File: src/rtl/stfq_rank_computer.sv
// stfq_rank_computer: Start-Time Fair Queueing rank stage in front of the PIFO scheduler.
// Computes rank = max(V, last_finish[flow]), drives the scheduler push lane one cycle
// after acceptance, and tracks scheduler occupancy so upstream stalls before overflow.
module stfq_rank_computer #(
    parameter int unsigned NUM_FLOWS   = 8,
    parameter int unsigned FLOW_W      = 3,
    parameter int unsigned LEN_W       = 16,
    parameter int unsigned SCHED_DEPTH = 10,
    localparam int unsigned OCC_W      = $clog2(SCHED_DEPTH + 1)
) (
    input  logic              clk,
    input  logic              rst,
    input  logic              in_valid,
    output logic              in_ready,
    input  logic [FLOW_W-1:0] in_flow,
    input  logic [LEN_W-1:0]  in_len,
    input  logic [31:0]       in_id,
    output logic              push,
    output logic [31:0]       push_rank,
    output logic [31:0]       push_value,
    input  logic              deq_valid,
    input  logic [31:0]       deq_rank,
    output logic [OCC_W-1:0]  occupancy
);

    logic [31:0]      vtime_q, vtime_d;
    logic [31:0]      last_finish_q [NUM_FLOWS];
    logic [31:0]      last_finish_d [NUM_FLOWS];
    logic             push_q, push_d;
    logic [31:0]      push_rank_q, push_rank_d;
    logic [31:0]      push_value_q, push_value_d;
    logic [OCC_W-1:0] occupancy_q, occupancy_d;

    logic [OCC_W:0]   occ_sum;
    logic             flow_ok;
    logic             accept;
    logic             deq_eff;
    logic [31:0]      v_eff;
    logic [31:0]      lf_rd;
    logic [31:0]      start;
    logic [32:0]      sum;
    logic [31:0]      finish;

    // Out-of-range flow indices only exist when NUM_FLOWS is not a power of two.
    if (NUM_FLOWS < (1 << FLOW_W)) begin : g_flow_chk
        assign flow_ok = (32'(in_flow) < NUM_FLOWS);
    end else begin : g_flow_all
        assign flow_ok = 1'b1;
    end

    // Credit check, effective virtual time and rank/finish arithmetic for this cycle.
    always_comb begin
        occ_sum  = {1'b0, occupancy_q} + (OCC_W + 1)'(push_q);
        in_ready = rst && (occ_sum != (OCC_W + 1)'(SCHED_DEPTH));
        accept   = in_valid && in_ready;
        v_eff    = (deq_valid && (deq_rank > vtime_q)) ? deq_rank : vtime_q;
        lf_rd    = flow_ok ? last_finish_q[in_flow] : '0;
        start    = (lf_rd > v_eff) ? lf_rd : v_eff;
        sum      = {1'b0, start} + 33'(in_len);
        finish   = sum[32] ? '1 : sum[31:0];
        deq_eff  = deq_valid && (occupancy_q != '0);
    end

    // Next-state: finish table write or idle flush, push lane, occupancy credit.
    // The table is written at the accept edge and read combinationally, so a
    // same-flow accept in the following cycle already sees the new finish.
    always_comb begin
        vtime_d       = v_eff;
        last_finish_d = last_finish_q;
        if (accept && flow_ok) begin
            last_finish_d[in_flow] = finish;
        end else if (!accept && !push_q && (occupancy_q == '0)) begin
            for (int unsigned f = 0; f < NUM_FLOWS; f++) begin
                last_finish_d[f] = v_eff;
            end
        end
        push_d       = accept;
        push_rank_d  = accept ? start : push_rank_q;
        push_value_d = accept ? in_id : push_value_q;
        occupancy_d  = occupancy_q + OCC_W'(push_q) - OCC_W'(deq_eff);
    end

    // State registers with asynchronous active-low clear.
    always_ff @(posedge clk or negedge rst) begin
        if (!rst) begin
            vtime_q      <= '0;
            for (int unsigned f = 0; f < NUM_FLOWS; f++) begin
                last_finish_q[f] <= '0;
            end
            push_q       <= 1'b0;
            push_rank_q  <= '0;
            push_value_q <= '0;
            occupancy_q  <= '0;
        end else begin
            vtime_q       <= vtime_d;
            last_finish_q <= last_finish_d;
            push_q        <= push_d;
            push_rank_q   <= push_rank_d;
            push_value_q  <= push_value_d;
            occupancy_q   <= occupancy_d;
        end
    end

    assign push       = push_q;
    assign push_rank  = push_rank_q;
    assign push_value = push_value_q;
    assign occupancy  = occupancy_q;

    // Outstanding entries plus the in-flight push must never exceed scheduler capacity.
    a_no_overflow: assert property (@(posedge clk) disable iff (!rst)
        occ_sum <= (OCC_W + 1)'(SCHED_DEPTH));

endmodule

File: config.mk
export PLATFORM = sky130hd
export DESIGN_NAME = stfq_rank_computer
export DESIGN_NICKNAME = d
export VERILOG_FILES = /design/src/rtl/stfq_rank_computer.sv
export SDC_FILE = /design/constraint.sdc
export NUM_CORES = 1
export LEC_CHECK = 0
export CORE_ASPECT_RATIO = 1.25
export CORE_MARGIN = 2
export CORE_UTILIZATION = 30
export CTS_CLUSTER_DIAMETER = 40
export DETAILED_ROUTE_END_ITERATION = 10
export RECOVER_POWER = 25
export SYNTH_ARGS = -nofsm -noshare
export SYNTH_HDL_FRONTEND = slang
export SYNTH_SLANG_ARGS = --single-unit
File: constraint.sdc
create_clock -name clk -period 7.9 [get_ports clk]
set_input_delay 0.79 -clock clk [delete_from_list [all_inputs] [get_ports clk]]
set_output_delay 0.79 -clock clk [all_outputs]
set_load 0.02 [all_outputs]
==> impl_metrics.ini <==
[outcome]
status = finished with violations
violations = max-capacitance violations, max-slew violations

[floorplanning]
io-pin-count = 157
dieArea_um2 = 65900
core_area_um2 = 63100
die_h_um = 287
chipWidth_um = 230
start_util_pct = 30.3
num_rows = 103

[clock_tree]
cts.hold.buffers_added = 0
clockRootBuffer = clkbuf_16
cts_buffer_depth = 3
cts_tree = yes
cts_buffers = 40
clkSlewWorstSetupHoldPaths_ns = 0.06
clkLatencyLatePin_ns = 0.57
h-tree-depth = 2
cts_sinks = 357

[sta]
timing.hold.ws_ns = 0.472
slew_viol_final = 209
post-route-min-period_ns = 7.70
max_slew_margin_pct = -172
max_freq_ghz = 0.130
finClkSkew_ns = 0.0304
setup_viol = 0
hold_violations = 0
final.period_utilization_pct = 97.5
worstMarginPinSlew_ns = 4.08

[place]
placed_area_um2 = 23400
portBuffers = 156
dp_hpwl_mm = 51.1
gp_congestion = 0.913

[logic_synthesis]
netlist_instances = 2043
synth_cell_types = 84
synthArstFlopShare_pct = 100
syn_nets = 2221
yosysWarnings = 0
ys_seq_area_share_pct = 46.6
synth_ff_type = dfrtp_1
synth_edf_count = 0
ys_ff_latch = 357
syn_area_um2 = 19200
syn_area_per_cell_um2 = 9.38

[grt]
antenna_found_initial = 0
globalRouteMet3Util_pct = 3.88
grt_start_max_net_pins = 79
globalRouteMet1Util_pct = 27.2
grt_pass1_vias = 18300
grt_busiest_layer = met2
grtUsageMet2_pct = 36.4
overflow = 0
grt.total_usage_pct = 21.5
grt_pass1_wl_mm = 110

[setup_path]
max_stage_delay_ns = 0.50
cp.required_ns = 8.37
crit_path_frequent_cell = buf_4
crit_slowest_cell = or4_1
end_kind = flip-flop
worstPathArrival_ns = 8.18
path_buf_inv = 9
critical_path_peak_fanout = 10
worstReg2RegStart = vtime_q[11]
cp-startpoint = deq_rank[4]
critical_path.top_delay_family = compound AO/OA/AOI/OAI gates
start_kind = primary input
critPathKind = primary input to flip-flop

[pwr]
clock_power_share_pct = 15.1
fin_total_pwr_uw = 13400
power_density_nw_per_um2 = 530
p_comb_share_pct = 60.6
switching_share_pct = 44.5
power.switching_uw = 5950
seq_power_share_pct = 24.3
max-vdd-ir-drop_mv = 0.295
p_leak_uw = 0.0111
p_int_uw = 7420

[min_path]
min_path_type = flip-flop to flip-flop
worstHoldStart = push_rank[14]

[final_layout]
final_util_pct = 39.9
nets = 2555
areaGrowthSynthToFinish_pct = 31.6
nFillCells = 6153
drive_above_1_share_pct = 19.0
post-route-cell-area_um2 = 25200
antenna_cells = 0

[drt]
drc = 0
drt-vias-per-instance = 5.58
firstDrtPassIters = 5
post_drt_wl_per_cell_um = 22.3
drt_wl_total_mm = 72.4
postRouteAntennaNets = 0
route.vias.total = 18100
drt_iter0_drc = 1466

[run]
drv_cap = 3
-- cell usage in the layout (no fill, tap or decap), drive strengths merged, types with 5 or more instances in the layout --
master         Yosys  final
dfrtp            357    357
nand2            266    266
buf               36    260
nor2             253    253
clkdlybuf4s50      0    147
o21ai            114    114
a211oi           107    107
a21oi             98     98
inv               90     94
ha                89     89
a22oi             80     80
o22ai             71     71
clkbuf            88     57
mux2i             45     45
o211ai            37     37
nor3              34     34
nand4             28     28
nand3             19     19
and3              19     19
a21o              18     18
mux2              16     16
a221oi            15     15
a221o             14     14
xnor2             13     13
clkinv             3     11
a22o              10     10
o221ai            10     10
xor2               9      9
nor2b              8      8
o31a               8      8
mux4               7      7
o221a              7      7
nand2b             7      7
and2               7      7
bufinv             0      6
a31oi              5      5
-- power by group through the flow --
stage	sequential, uW	combinational [uW]	clock (uW)
6_report	3250	8100	2020
5_1_grt	3340	8760	2130
2_1_floorplan	3280	4090	0
3_3_place_gp	3220	7520	0
3_5_place_dp	3250	7630	0
4_1_cts	3230	7790	2060
-- state kept, by name (all words and copies together) (netlist names) --
register / cells
last_finish_q: 256
push_rank: 32
push_value: 32
vtime_q: 32
occupancy: 4
push: 1
-- cell type report --
cell class	count	area [um2]	share of cell area, %
clock inverters	20	280	1.11
well taps	840	1050	4.17
inverters	93	350	1.39
clock buffers	54	1140	4.54
repair buffers	416	3670	14.6
multi-input cells	1469	9790	38.8
flip-flops and latches	357	8930	35.4
-- cell families after synthesis --
kind of cell	after synthesis	share of synthesized area, %
xor gates and xnor gates	22	1.01
and+or+nand+nor	663	15.1
DFF	357	46.6
AOI/OAI and AO/OA	625	22.5
adders and majority gates	91	6.02
muxes	68	4.22
buffers and inverters	217	4.54
-- metal layers --
| metal | share of wire (%) | wire (um) |
|---|---|---|
| met5 | 0 | 0 |
| met4 | 3.8 | 2720 |
| met3 | 7.9 | 5720 |
| met2 | 48 | 34900 |
| met1 | 40 | 29100 |
-- worst reg2reg max path, delay by kind of cell, from the launching register on --
family | cells | cell delay (ns)
flops | 1 | 0.43
fa+ha+maj | 4 | 1.06
simple gates | 10 | 1.88
mux | 2 | 0.76
buf+inv | 9 | 1.24
compound gates | 13 | 2.03
-- stage by stage --
stage	std cells	setup WS, ns	setup TNS [ns]
global route	3249	-0.124	-1.38
floorplan	2043	0.0181	0
global placement	3164	-1.02	-207.96
CTS	3243	0.00117	0
detailed placement	3164	-1.18	-246.16
finish	3249	0.195	0
-- worst paths after layout --
kind | slack, ns | cells past startpoint | to
max reg2reg | 0.43 | 38 | last_finish_q[60]
max | 0.20 | 38 | last_finish_q[60]
min reg2reg | 0.47 | 2 | push_rank[14]
max in group asynchronous | 2.64 | 3 | push_value[28]
min | 0.47 | 2 | push_rank[14]
min in group asynchronous | 1.66 | 1 | last_finish_q[82]
-- synth_stat cells, drive strengths merged, types with 16 or more instances --
| cell | n | area, um2 |
|---|---|---|
| and3 | 19 | 119 |
| mux2 | 16 | 180 |
| nand4 | 28 | 181 |
| mux2i | 45 | 470 |
| o211ai | 37 | 278 |
| o21ai | 114 | 608 |
| nor3 | 34 | 185 |
| o22ai | 71 | 444 |
| a22oi | 80 | 601 |
| a21oi | 98 | 502 |
| a21o | 18 | 135 |
| dfrtp | 357 | 8930 |
| clkbuf | 88 | 330 |
| ha | 89 | 1110 |
| nand2 | 266 | 998 |
| a211oi | 107 | 813 |
| nand3 | 19 | 95.1 |
| buf | 36 | 189 |
| nor2 | 253 | 976 |
| inv | 90 | 338 |
-- what timing repair did --
action / in CTS / in global routing
gates resized for setup: 22 / 48
endpoints found under the setup margin: 256 / 256
pin swaps: 18 / 19
buffers inserted: 5 / 6
Note: power is estimated with default switching activity, not from simulation.
